==> src/rtl/lsu_mem_initiator.sv <==
// Load/store initiator between the memory stage and the byte-addressed data memory.
// Define LSU_MISALIGN_TRAP_EN to reject misaligned half/word accesses as errors.
module lsu_mem_initiator #(
    parameter int unsigned       AWIDTH    = 32,
    parameter int unsigned       DWIDTH    = 32,
    parameter logic [AWIDTH-1:0] BASE_ADDR = 32'h01000000,
    parameter int unsigned       MEM_DEPTH = 1048576
) (
    input  logic              clk,
    input  logic              rst,
    input  logic              req_valid_i,
    output logic              req_ready_o,
    input  logic              req_we_i,
    input  logic [AWIDTH-1:0] req_addr_i,
    input  logic [DWIDTH-1:0] req_wdata_i,
    input  logic [1:0]        req_size_i,
    input  logic              req_unsigned_i,
    output logic              rsp_valid_o,
    input  logic              rsp_ready_i,
    output logic [DWIDTH-1:0] rsp_rdata_o,
    output logic              rsp_err_o,
    output logic [AWIDTH-1:0] mem_addr_o,
    output logic [DWIDTH-1:0] mem_data_o,
    output logic              mem_read_en_o,
    output logic              mem_write_en_o,
    input  logic [DWIDTH-1:0] mem_data_i
);

    typedef enum logic [1:0] {
        IDLE = 2'b00,
        RD   = 2'b01,
        WR   = 2'b10,
        RSP  = 2'b11
    } state_t;

    localparam logic [AWIDTH-1:0] LAST_OFS = AWIDTH'(MEM_DEPTH - 4);

    state_t            state_q, state_d;
    logic [AWIDTH-1:0] addr_q;
    logic [DWIDTH-1:0] wdata_q;
    logic [DWIDTH-1:0] rd_q;
    logic [DWIDTH-1:0] rdata_q;
    logic [1:0]        size_q;
    logic              we_q;
    logic              uns_q;
    logic              err_q;

    logic [AWIDTH-1:0] ofs;
    logic              misalign;
    logic              req_err;
    logic              accept;
    logic [DWIDTH-1:0] merged;

    assign ofs = req_addr_i - BASE_ADDR;

`ifdef LSU_MISALIGN_TRAP_EN
    assign misalign = ((req_size_i == 2'b01) && req_addr_i[0]) ||
                      ((req_size_i == 2'b10) && (req_addr_i[1:0] != 2'b00));
`else
    assign misalign = 1'b0;
`endif

    assign req_err = (req_addr_i < BASE_ADDR) || (ofs > LAST_OFS) ||
                     (req_size_i == 2'b11) || misalign;

    assign accept = (state_q == IDLE) && req_valid_i;

    function automatic logic [DWIDTH-1:0] extend(input logic [DWIDTH-1:0] d,
                                                 input logic [1:0] sz,
                                                 input logic uns);
        logic [DWIDTH-1:0] r;
        case (sz)
            2'b00:   r = uns ? {24'h000000, d[7:0]}  : {{24{d[7]}}, d[7:0]};
            2'b01:   r = uns ? {16'h0000, d[15:0]}   : {{16{d[15]}}, d[15:0]};
            default: r = d;
        endcase
        return r;
    endfunction

    always_comb begin
        case (size_q)
            2'b00:   merged = {rd_q[31:8], wdata_q[7:0]};
            2'b01:   merged = {rd_q[31:16], wdata_q[15:0]};
            default: merged = wdata_q;
        endcase
    end

    always_ff @(posedge clk or posedge rst) begin
        if (rst) begin
            state_q <= IDLE;
        end else begin
            state_q <= state_d;
        end
    end

    // Outputs are gated by rst so the memory enables drop the moment reset rises.
    always_comb begin
        state_d        = state_q;
        req_ready_o    = 1'b0;
        rsp_valid_o    = 1'b0;
        rsp_rdata_o    = '0;
        rsp_err_o      = 1'b0;
        mem_addr_o     = BASE_ADDR;
        mem_data_o     = '0;
        mem_read_en_o  = 1'b0;
        mem_write_en_o = 1'b0;
        if (!rst) begin
            case (state_q)
                IDLE: begin
                    req_ready_o = 1'b1;
                    if (req_valid_i) begin
                        if (req_err)
                            state_d = RSP;
                        else if (req_we_i && (req_size_i == 2'b10))
                            state_d = WR;
                        else
                            state_d = RD;
                    end
                end
                RD: begin
                    mem_read_en_o = 1'b1;
                    mem_addr_o    = addr_q;
                    state_d       = we_q ? WR : RSP;
                end
                WR: begin
                    mem_write_en_o = 1'b1;
                    mem_addr_o     = addr_q;
                    mem_data_o     = merged;
                    state_d        = RSP;
                end
                RSP: begin
                    rsp_valid_o = 1'b1;
                    rsp_rdata_o = rdata_q;
                    rsp_err_o   = err_q;
                    if (rsp_ready_i)
                        state_d = IDLE;
                end
                default: state_d = IDLE;
            endcase
        end
    end

    always_ff @(posedge clk or posedge rst) begin
        if (rst) begin
            addr_q  <= BASE_ADDR;
            wdata_q <= '0;
            rd_q    <= '0;
            rdata_q <= '0;
            size_q  <= 2'b00;
            we_q    <= 1'b0;
            uns_q   <= 1'b0;
            err_q   <= 1'b0;
        end else begin
            if (accept) begin
                addr_q  <= req_addr_i;
                wdata_q <= req_wdata_i;
                size_q  <= req_size_i;
                we_q    <= req_we_i;
                uns_q   <= req_unsigned_i;
                err_q   <= req_err;
                rdata_q <= '0;
            end
            if (state_q == RD) begin
                rd_q <= mem_data_i;
                if (!we_q)
                    rdata_q <= extend(mem_data_i, size_q, uns_q);
            end
        end
    end

endmodule

==> config.mk <==
export PLATFORM = sky130hd
export DESIGN_NAME = lsu_mem_initiator
export DESIGN_NICKNAME = d
export VERILOG_FILES = /design/src/rtl/lsu_mem_initiator.sv
export SDC_FILE = /design/constraint.sdc
export NUM_CORES = 1
export LEC_CHECK = 0
export CAP_MARGIN = 20
export CELL_PAD_IN_SITES_DETAIL_PLACEMENT = 2
export CELL_PAD_IN_SITES_GLOBAL_PLACEMENT = 2
export CORE_ASPECT_RATIO = 0.8
export CORE_UTILIZATION = 28
export CTS_BUF_LIST = sky130_fd_sc_hd__clkbuf_16
export DETAILED_ROUTE_END_ITERATION = 8
export PLACE_DENSITY_LB_ADDON = 0.1
export SLEW_MARGIN = 10
export SYNTH_ARGS = -nofsm -noshare
export SYNTH_HDL_FRONTEND = slang
export SYNTH_SLANG_ARGS = --single-unit
==> constraint.sdc <==
create_clock -name clk -period 5.4 [get_ports clk]
set_input_delay 1.08 -clock clk [delete_from_list [all_inputs] [get_ports clk]]
set_output_delay 1.08 -clock clk [all_outputs]
set_load 0.005 [all_outputs]
==> results.cfg, run 1 <==
[worst_setup_path]
ff2ff_path_depth = 7
cp-end-kind = output pin
path_class = primary input to output pin
cp-start-kind = primary input
cp-endpoint = mem_data_o[18]
critPathLaunch = rst
worst_ep_arrival_time_ns = 3.38
crit_fanout = 19
reg2reg_to = rdata_q[28]
r2r_slack_ns = 2.65
critPathRequiredTime_ns = 4.32
regToRegStartpoint = state_q[1]

[power_and_ir_drop]
power.density_nw_per_um2 = 525
seq_power_share_pct = 36.1
internal_power_w = 0.00314
comb_power_share_pct = 37.2
switching_power_w = 0.00153
ir_drop_mv = 0.244
clkPwrFrac_pct = 26.7
leakagePower_nw = 3.69
p_sw_share_pct = 32.7

[final_layout]
layout.nets = 821
drive_gt1_share_pct = 6.63
area_delta_synth_final_pct = 50.2
seq_area_um2 = 3180
fillers = 2112
multiInputGateArea_um2 = 2580

[die]
die_w_um = 164
ios = 205
core_um2 = 20700
num_rows = 47
die_area_um2 = 21700
start_util_pct = 28.6
die_h_um = 132

[synth]
syn_area_per_cell_um2 = 11.6
synth_warnings = 0
synthDistinctLibCells = 34
syn_inst = 511
ys_seq_area_share_pct = 53.8
ys_ff_latch = 127
synth.net_count = 620
synth_area_um2 = 5910

[clock_network]
cts_resized = 0
cts_tree = yes
htreeDepth = 4
cts-hold-fix-buffers = 0
insertion_delay_ns = 0.42
cts_setup_buffers = 0
cts.path.max_buffers = 2
cts_root_buf = clkbuf_16
path_clk_slew_ns = 0.06
cts_made_buffers = 17
cts_num_sinks = 127

[drt]
met3_length_um = 1200
ant_nets = 0
detail_route.first_pass.iterations = 4
topRoutingLayerUsed = met4
wl_met1_um = 9060
via_per_inst = 4.64
wl_met2_um = 9130
dr_total_vias = 4614
wirelength_um = 19600
drc_errors = 0
wl_per_cell_um = 19.7
drt_iter0_drc = 113

[hold_path]
hold_path_class = flip-flop to flip-flop
min_path_cells = 1

[sta]
report.final.slew_viol_count = 0
tightest_slew_ns = 1.02
hold_violations = 0
period_share_pct = 82.5
setup_ws_ns = 0.945
finalSetupViolations = 0
period_minus_slack_ns = 4.46
finClkSkew_ns = 0.00870
rsz0062_at_grt = no
tns_ns = 0
max_freq_mhz = 224
maxSlewHeadroom_pct = 31.7

[place]
dp_hpwl_um = 13900
port_buffers = 204
globalplace.congestion = 0.736
dp_slack_ns = 0.926

[global_routing]
grt_antenna_before_repair = 1
grt_pass1_vias = 5462
gr-total-overflow = 0
grt_first_pass_wirelength_um = 31400
grt_use_total_pct = 19.2
grt_max_degree = 70

[outcome]
status = completed

[flow_run]
maxCapViolations = 0
-- cell type report --
cell class | instances | share of cell area [%]
Tap cell | 269 | 3.79
Antenna cell | 1 | 0.0282
Clock buffer | 17 | 4.79
Clock inverter | 14 | 2.25
Sequential cell | 127 | 35.8
Timing Repair Buffer | 213 | 24.1
Inverter | 4 | 0.225
Multi-Input combinational cell | 349 | 29.0
-- cells in the mapped netlist --
master     instances  area, µm²
dfrtp_1          126       3150
mux2_1            93       1050
and2_1            72        450
nand2_1           44        165
a21oi_1           36        180
o21ai_1           24        120
nor2_1            19       71.3
mux2i_1           17        170
buf_2             16       80.1
clkbuf_1          11       41.3
a22o_1             8       70.1
nor2b_1            7       43.8
ha_1               5       62.6
nand4_1            4       25.0
nor3_1             4       20.0
buf_4              2       15.0
buf_6              2       22.5
inv_1              2       7.51
inv_2              2       7.51
nand2b_1           2       12.5
nor4_1             2       12.5
a21oi_2            1       8.76
and4_1             1       8.76
dfstp_2            1       26.3
mux2_2             1       11.3
nand4b_1           1       8.76
nor3_2             1       10.0
nor3b_4            1       18.8
nor4b_1            1       8.76
o2111ai_1          1       8.76
o21ai_0            1       5.00
or2_1              1       6.26
or3_1              1       6.26
or4_1              1       7.51
-- logic make-up (layout without fill, tap and decap cells) --
| family | count (synthesis) | in the layout | synth area share (%) |
|---|---|---|---|
| AO/OA/AOI/OAI | 71 | 71 | 6.64 |
| multiplexers | 111 | 111 | 20.8 |
| other | 0 | 1 | 0 |
| buffers and inverters | 35 | 248 | 2.94 |
| AND/OR/NAND/NOR | 162 | 162 | 14.8 |
| flip-flops | 127 | 127 | 53.8 |
| adder cells (fa/ha/maj) | 5 | 5 | 1.06 |
-- stage by stage --
step / hold WS [ns] / area [µm²] / std cells / utilization [%] / total power [W]
final: 0.483 / 8880 / 994 / 42.9 / 0.00467
after global routing: 0.504 / 8880 / 993 / 42.9 / 0.00500
after CTS: 0.489 / 8870 / 992 / 42.8 / 0.00475
after detailed placement: 0.475 / 8240 / 961 / 39.8 / 0.00346
after global placement: 0.464 / 8200 / 959 / 39.6 / 0.00334
after floorplan: 0.447 / 5910 / 511 / - / 0.00263
-- cells in the final DEF (no fill, tap or decap), types with 6 or more instances in the layout --
cell type and instances:
clkdlybuf4s50_1 204, dfrtp_1 125, mux2_1 93, and2_1 72, nand2_1 43, a21oi_1 36, o21ai_1 24, nor2_1 19
mux2i_1 17, clkbuf_16 17, a22o_1 8, nor2b_1 6, buf_4 6
-- state kept, by name, indices dropped and copies added (netlist names), 2 cells and up --
name / cells
addr_q: 32
rdata_q: 32
wdata_q: 32
rd_q: 24
size_q: 2
state_q: 2
-- per-layer routing --
metal | GRT usage (%) | vias to the layer above
met5 | 0 | -
met4 | 5.61 | 0
met1 | 25.4 | 2328
li1 | - | 2144
met3 | 5.50 | 16
met2 | 30.5 | 126
-- worst min-delay path by stage --
stage,startpoint,endpoint,slack (ns)
4_1_cts,rdata_q[9],rdata_q[9],0.49
3_3_place_gp,rdata_q[29],rdata_q[29],0.46
2_1_floorplan,rdata_q[10],rdata_q[10],0.45
6_report,addr_q[16],addr_q[16],0.48
5_1_grt,rdata_q[1],rdata_q[1],0.50
3_5_place_dp,addr_q[19],addr_q[19],0.47
-- power by group through the flow --
stage               clock (W)  combinational [W]  sequential (W)
detailed placement          0            0.00175         0.00171
floorplan                   0            0.00107         0.00156
global placement            0            0.00167         0.00167
global route          0.00133            0.00192         0.00175
finish                0.00125            0.00173         0.00169
CTS                   0.00128            0.00177         0.00170
-- critical path, stage by stage --
cell and delay, ns:
clkdlybuf4s50_1 0.58, inv_6 0.11, nand2_1 0.53, buf_4 0.41, nor2_1 0.13, clkdlybuf4s50_1 0.53
(Power assumes the default switching activity.)
==> run 2, diff against run 1 <==
--- a/config.mk
+++ b/config.mk
@@ -9,7 +9,7 @@
 export CELL_PAD_IN_SITES_DETAIL_PLACEMENT = 2
 export CELL_PAD_IN_SITES_GLOBAL_PLACEMENT = 2
 export CORE_ASPECT_RATIO = 0.8
-export CORE_UTILIZATION = 28
+export CORE_UTILIZATION = 25
 export CTS_BUF_LIST = sky130_fd_sc_hd__clkbuf_16
 export DETAILED_ROUTE_END_ITERATION = 8
 export PLACE_DENSITY_LB_ADDON = 0.1
==> constraint.sdc (replaced) <==
create_clock -name clk -period 4 [get_ports clk]
set_input_delay 0.8 -clock clk [delete_from_list [all_inputs] [get_ports clk]]
set_output_delay 0.8 -clock clk [all_outputs]
set_load 0.005 [all_outputs]
==> results.cfg, run 2 (synthesis results as in run 1) <==
[drt]
detail_route.first_pass.iterations = 4
drc_errors = 0
wl_per_cell_um = 18.9
dr_total_vias = 4678
drt_iter0_drc = 114
ant_nets = 0
via_per_inst = 4.52
wirelength_um = 19500

[worst_setup_path]
path_cells = clkdlybuf4s50_1, inv_6, nand2_1, buf_4, inv_2, and2_1, clkdlybuf4s50_1
cp-start-kind = primary input
r2r_slack_ns = 1.42
reg2reg_to = rdata_q[1]
slowest_stage = clkdlybuf4s50_1
crit_path_max_incr_delay_ns = 0.68
path_class = primary input to output pin
ff2ff_path_depth = 6
crit_fanout = 25
cp-end-kind = output pin
critPathRequiredTime_ns = 3.20
regToRegStartpoint = state_q[1]
cpMostUsedCell = clkdlybuf4s50_1
worst_ep_arrival_time_ns = 2.67

[global_routing]
met3_usage_pct = 5.98
grt.met1_usage_pct = 21.7
grt_pass1_vias = 5414
grt_use_total_pct = 16.9
grt_max_degree = 70
grtUsageMet2_pct = 26.5
gr-total-overflow = 0
grt_first_pass_wirelength_um = 31400
grt_antenna_before_repair = 2
busiest_layer = met2

[power_and_ir_drop]
ir_drop_mv = 0.324
internal_power_w = 0.00420
leakagePower_nw = 3.69
comb_power_share_pct = 38.3
p_sw_share_pct = 32.9
switching_power_w = 0.00205
power.density_nw_per_um2 = 699
seq_power_share_pct = 35.3
clkPwrFrac_pct = 26.5

[final_layout]
area_delta_synth_final_pct = 51.2
final_cell_mix = 204 x clkdlybuf4s50_1, 125 x dfrtp_1, 93 x mux2_1, 72 x and2_1, 43 x nand2_1
stdcell_count = 1035
drive_gt1_share_pct = 7.02
reg.largest.list = addr_q (32), rdata_q (32), wdata_q (32)
layout.nets = 824
layout_commonest_cell = clkdlybuf4s50_1
fillers = 2376

[sta]
period_share_pct = 86.9
tightest_slew_ns = 1.05
report.final.slew_viol_count = 0
finalSetupViolations = 0
finClkSkew_ns = 0.0121
maxSlewHeadroom_pct = 29.8
max_freq_mhz = 288
period_minus_slack_ns = 3.47
hold_violations = 0
rsz0062_at_grt = no
tns_ns = 0

[place]
dp_hpwl_um = 13900
globalplace.congestion = 0.751
dp.cells = 1001
port_buffers = 204

[flow_run]
maxCapViolations = 0

[clock_network]
cts_num_sinks = 127
cts_root_buf = clkbuf_16
cts_setup_buffers = 0
cts_made_buffers = 17
cts-hold-fix-buffers = 0
path_clk_slew_ns = 0.05
cts.path.max_buffers = 2
insertion_delay_ns = 0.42
cts_resized = 0
cts_tree = yes
htreeDepth = 4

[die]
die_area_um2 = 24300
num_rows = 49
die_h_um = 140
core_um2 = 22800
ios = 205
start_util_pct = 25.9
die_w_um = 174

[hold_path]
hp-start = rdata_q[19]
hold_end = rdata_q[19]
min_path_cells = 2
hold_path_class = flip-flop to flip-flop

[outcome]
status = completed
==> run 2: cell types whose count changed in the layout (fill, tap and decap cells not counted), sizes merged <==
cell	delta
buf	+3
bufinv	-1
clkinv	-1
clkinvlp	+1
diode	+1
inv	+1
==> run 2: cell type report <==
cell class              count  area [µm²]  area share (%)
clock buffers              17         425            4.76
multi-input cells         349        2580            28.8
diodes                      2        5.00          0.0560
inverters                   4        20.0           0.224
clock inverters            14         193            2.15
well taps                 306         383            4.28
repair buffers            216        2160            24.1
flip-flops and latches    127        3180            35.6
==> run 2: worst max-delay path: cells and delay by family <==
family        cells  cell delay, ns
buf+inv           5            1.61
simple gates      2            0.25
==> run 2: routing by layer <==
| layer | vias up | wire, µm |
|---|---|---|
| met3 | 16 | 1260 |
| met5 | - | 0 |
| met1 | 2376 | 9020 |
| li1 | 2160 | - |
| met2 | 126 | 9030 |
| met4 | 0 | 212 |
==> run 2: worst max path at each step <==
stage	cells after the start	slack [ns]	to	start
after floorplan	4	0.09	mem_data_o[12]	rst
after global placement	7	0.54	mem_data_o[1]	rst
after detailed placement	7	0.49	mem_data_o[2]	rst
after CTS	7	0.49	mem_data_o[2]	rst
after global routing	7	0.41	mem_data_o[7]	rst
final	7	0.53	mem_data_o[2]	rst
==> run 2: per-stage QoR <==
stage                     hold slack (ns)  setup slack (ns)  cell area (µm²)  power (W)  utilization, %
after floorplan                     0.447            0.0901             5910    0.00356               -
after global placement              0.459             0.542             8280    0.00455            36.3
after detailed placement            0.471             0.491             8310    0.00466            36.4
after CTS                           0.485             0.490             8920    0.00638            39.1
after global routing                0.497             0.406             8940    0.00671            39.2
final                               0.482             0.525             8940    0.00625            39.2
==> run 2: power by group through the flow <==
stage / Combinational, W / Sequential (W) / Clock [W]
2_1_floorplan: 0.00145 / 0.00211 / 0
3_3_place_gp: 0.00235 / 0.00220 / 0
3_5_place_dp: 0.00243 / 0.00223 / 0
4_1_cts: 0.00245 / 0.00222 / 0.00171
5_1_grt: 0.00266 / 0.00229 / 0.00176
6_report: 0.00239 / 0.00220 / 0.00165
==> run 3, diff against run 2 <==
--- a/config.mk
+++ b/config.mk
@@ -5,7 +5,7 @@
 export SDC_FILE = /design/constraint.sdc
 export NUM_CORES = 1
 export LEC_CHECK = 0
-export CAP_MARGIN = 20
+export CAP_MARGIN = 10
 export CELL_PAD_IN_SITES_DETAIL_PLACEMENT = 2
 export CELL_PAD_IN_SITES_GLOBAL_PLACEMENT = 2
 export CORE_ASPECT_RATIO = 0.8
==> results.cfg, run 3 (synthesis results as in run 1) <==
[sta]
tightest_slew_ns = 1.06
max_freq_mhz = 289
period_share_pct = 86.6
rsz0062_at_grt = no
finClkSkew_ns = 0.0137
maxSlewHeadroom_pct = 29.4
finalSetupViolations = 0
period_minus_slack_ns = 3.46
tns_ns = 0
report.final.slew_viol_count = 0
hold_violations = 0
whs_ns = 0.482

[drt]
drt_iter0_drc = 104
detail_route.first_pass.iterations = 4
ant_nets = 0
wirelength_um = 19400
wl_per_cell_um = 18.8
via_per_inst = 4.50
dr_total_vias = 4644
drc_errors = 0

[worst_setup_path]
critPathRequiredTime_ns = 3.20
reg2reg_to = rdata_q[26]
path_class = primary input to output pin
ff2ff_path_depth = 7
worst_ep_arrival_time_ns = 2.66
crit_fanout = 25
critPathLaunch = rst
cp-start-kind = primary input
cp-endpoint = mem_data_o[2]
cp-end-kind = output pin
r2r_slack_ns = 1.38
regToRegStartpoint = state_q[1]

[global_routing]
gr-total-overflow = 0
grt_antenna_before_repair = 2
grt_use_total_pct = 16.7
grt_first_pass_wirelength_um = 31200
grt_max_degree = 84
grt_pass1_vias = 5488

[clock_network]
path_clk_slew_ns = 0.05
cts-hold-fix-buffers = 0
cts_setup_buffers = 0
htreeDepth = 4
cts_made_buffers = 17
cts.path.max_buffers = 2
cts_num_sinks = 127
cts_resized = 0
cts_root_buf = clkbuf_16
cts_tree = yes
insertion_delay_ns = 0.41

[die]
start_util_pct = 25.9
ios = 205
num_rows = 49
core_um2 = 22800
die_w_um = 174
die_area_um2 = 24300
die_h_um = 140

[power_and_ir_drop]
ir_drop_mv = 0.243
total_power_w = 0.00605
power.density_nw_per_um2 = 684
leakagePower_nw = 3.66

[final_layout]
drive_gt1_share_pct = 6.62
area_delta_synth_final_pct = 49.5
reg.largest.list = addr_q (32), rdata_q (32), wdata_q (32)
fin_area_um2 = 8840
layout.nets = 822
final_cell_mix = 204 x clkdlybuf4s50_1, 125 x dfrtp_1, 93 x mux2_1, 72 x and2_1, 43 x nand2_1
layout_commonest_cell = clkdlybuf4s50_1

[place]
place_area_um2 = 8280
port_buffers = 204
globalplace.congestion = 0.751
dp_hpwl_um = 13700

[hold_path]
hold_path_class = flip-flop to flip-flop

[outcome]
status = completed

[flow_run]
maxCapViolations = 0
-- run 3: changes by cell type in the layout (fill, tap and decap cells not counted), sizes merged --
cell | before | now
inv | 7 | 6
buf | 12 | 10
bufinv | 4 | 2
clkinv | 3 | 8
clkinvlp | 4 | 2
-- run 3: where the power goes --
group          switching, W  internal (W)
registers          0.000311       0.00190
logic               0.00111       0.00125
clock network      0.000579      0.000901
total               0.00200       0.00405
-- run 3: through the flow --
step / util [%] / instances / setup slack (ns)
finish: 38.8 / 1033 / 0.535
global route: 38.7 / 1031 / 0.382
CTS: 38.7 / 1031 / 0.496
detailed placement: 36.3 / 1000 / 0.498
global placement: 36.3 / 1000 / 0.542
floorplan: - / 511 / 0.0901
-- run 3: layout make-up --
type | instances | area (µm²)
fill | 2386 | 14000
sequential | 127 | 3180
multi-input combinational | 349 | 2580
timing repair buffer | 214 | 2120
clock buffer | 17 | 425
tap | 306 | 383
clock inverter | 14 | 129
inverter | 4 | 20.0
antenna | 2 | 5.00
-- run 3: layer usage --
metal  up-vias  routed length, µm  GRT usage, %
met4         0                112          4.52
li1       2154                  -             -
met3         8               1270          5.96
met1      2359               8620          20.7
met2       123               9380          27.4
met5         -                  0             0
-- run 3: worst max-delay path, stage by stage --
cell	delay [ns]
clkdlybuf4s50_1	0.67
inv_6	0.04
nand2_1	0.07
buf_4	0.33
inv_2	0.14
and2_1	0.19
clkdlybuf4s50_1	0.43
-- run 3: how the worst min path moves through the flow --
stage                startpoint     endpoint  slack, ns  cells past startpoint
floorplan           rdata_q[10]  rdata_q[10]       0.45                      2
global placement    rdata_q[19]  rdata_q[19]       0.46                      2
detailed placement  rdata_q[20]  rdata_q[20]       0.47                      2
CTS                 rdata_q[20]  rdata_q[20]       0.49                      2
global route         wdata_q[6]   wdata_q[6]       0.50                      1
finish               wdata_q[6]   wdata_q[6]       0.48                      1
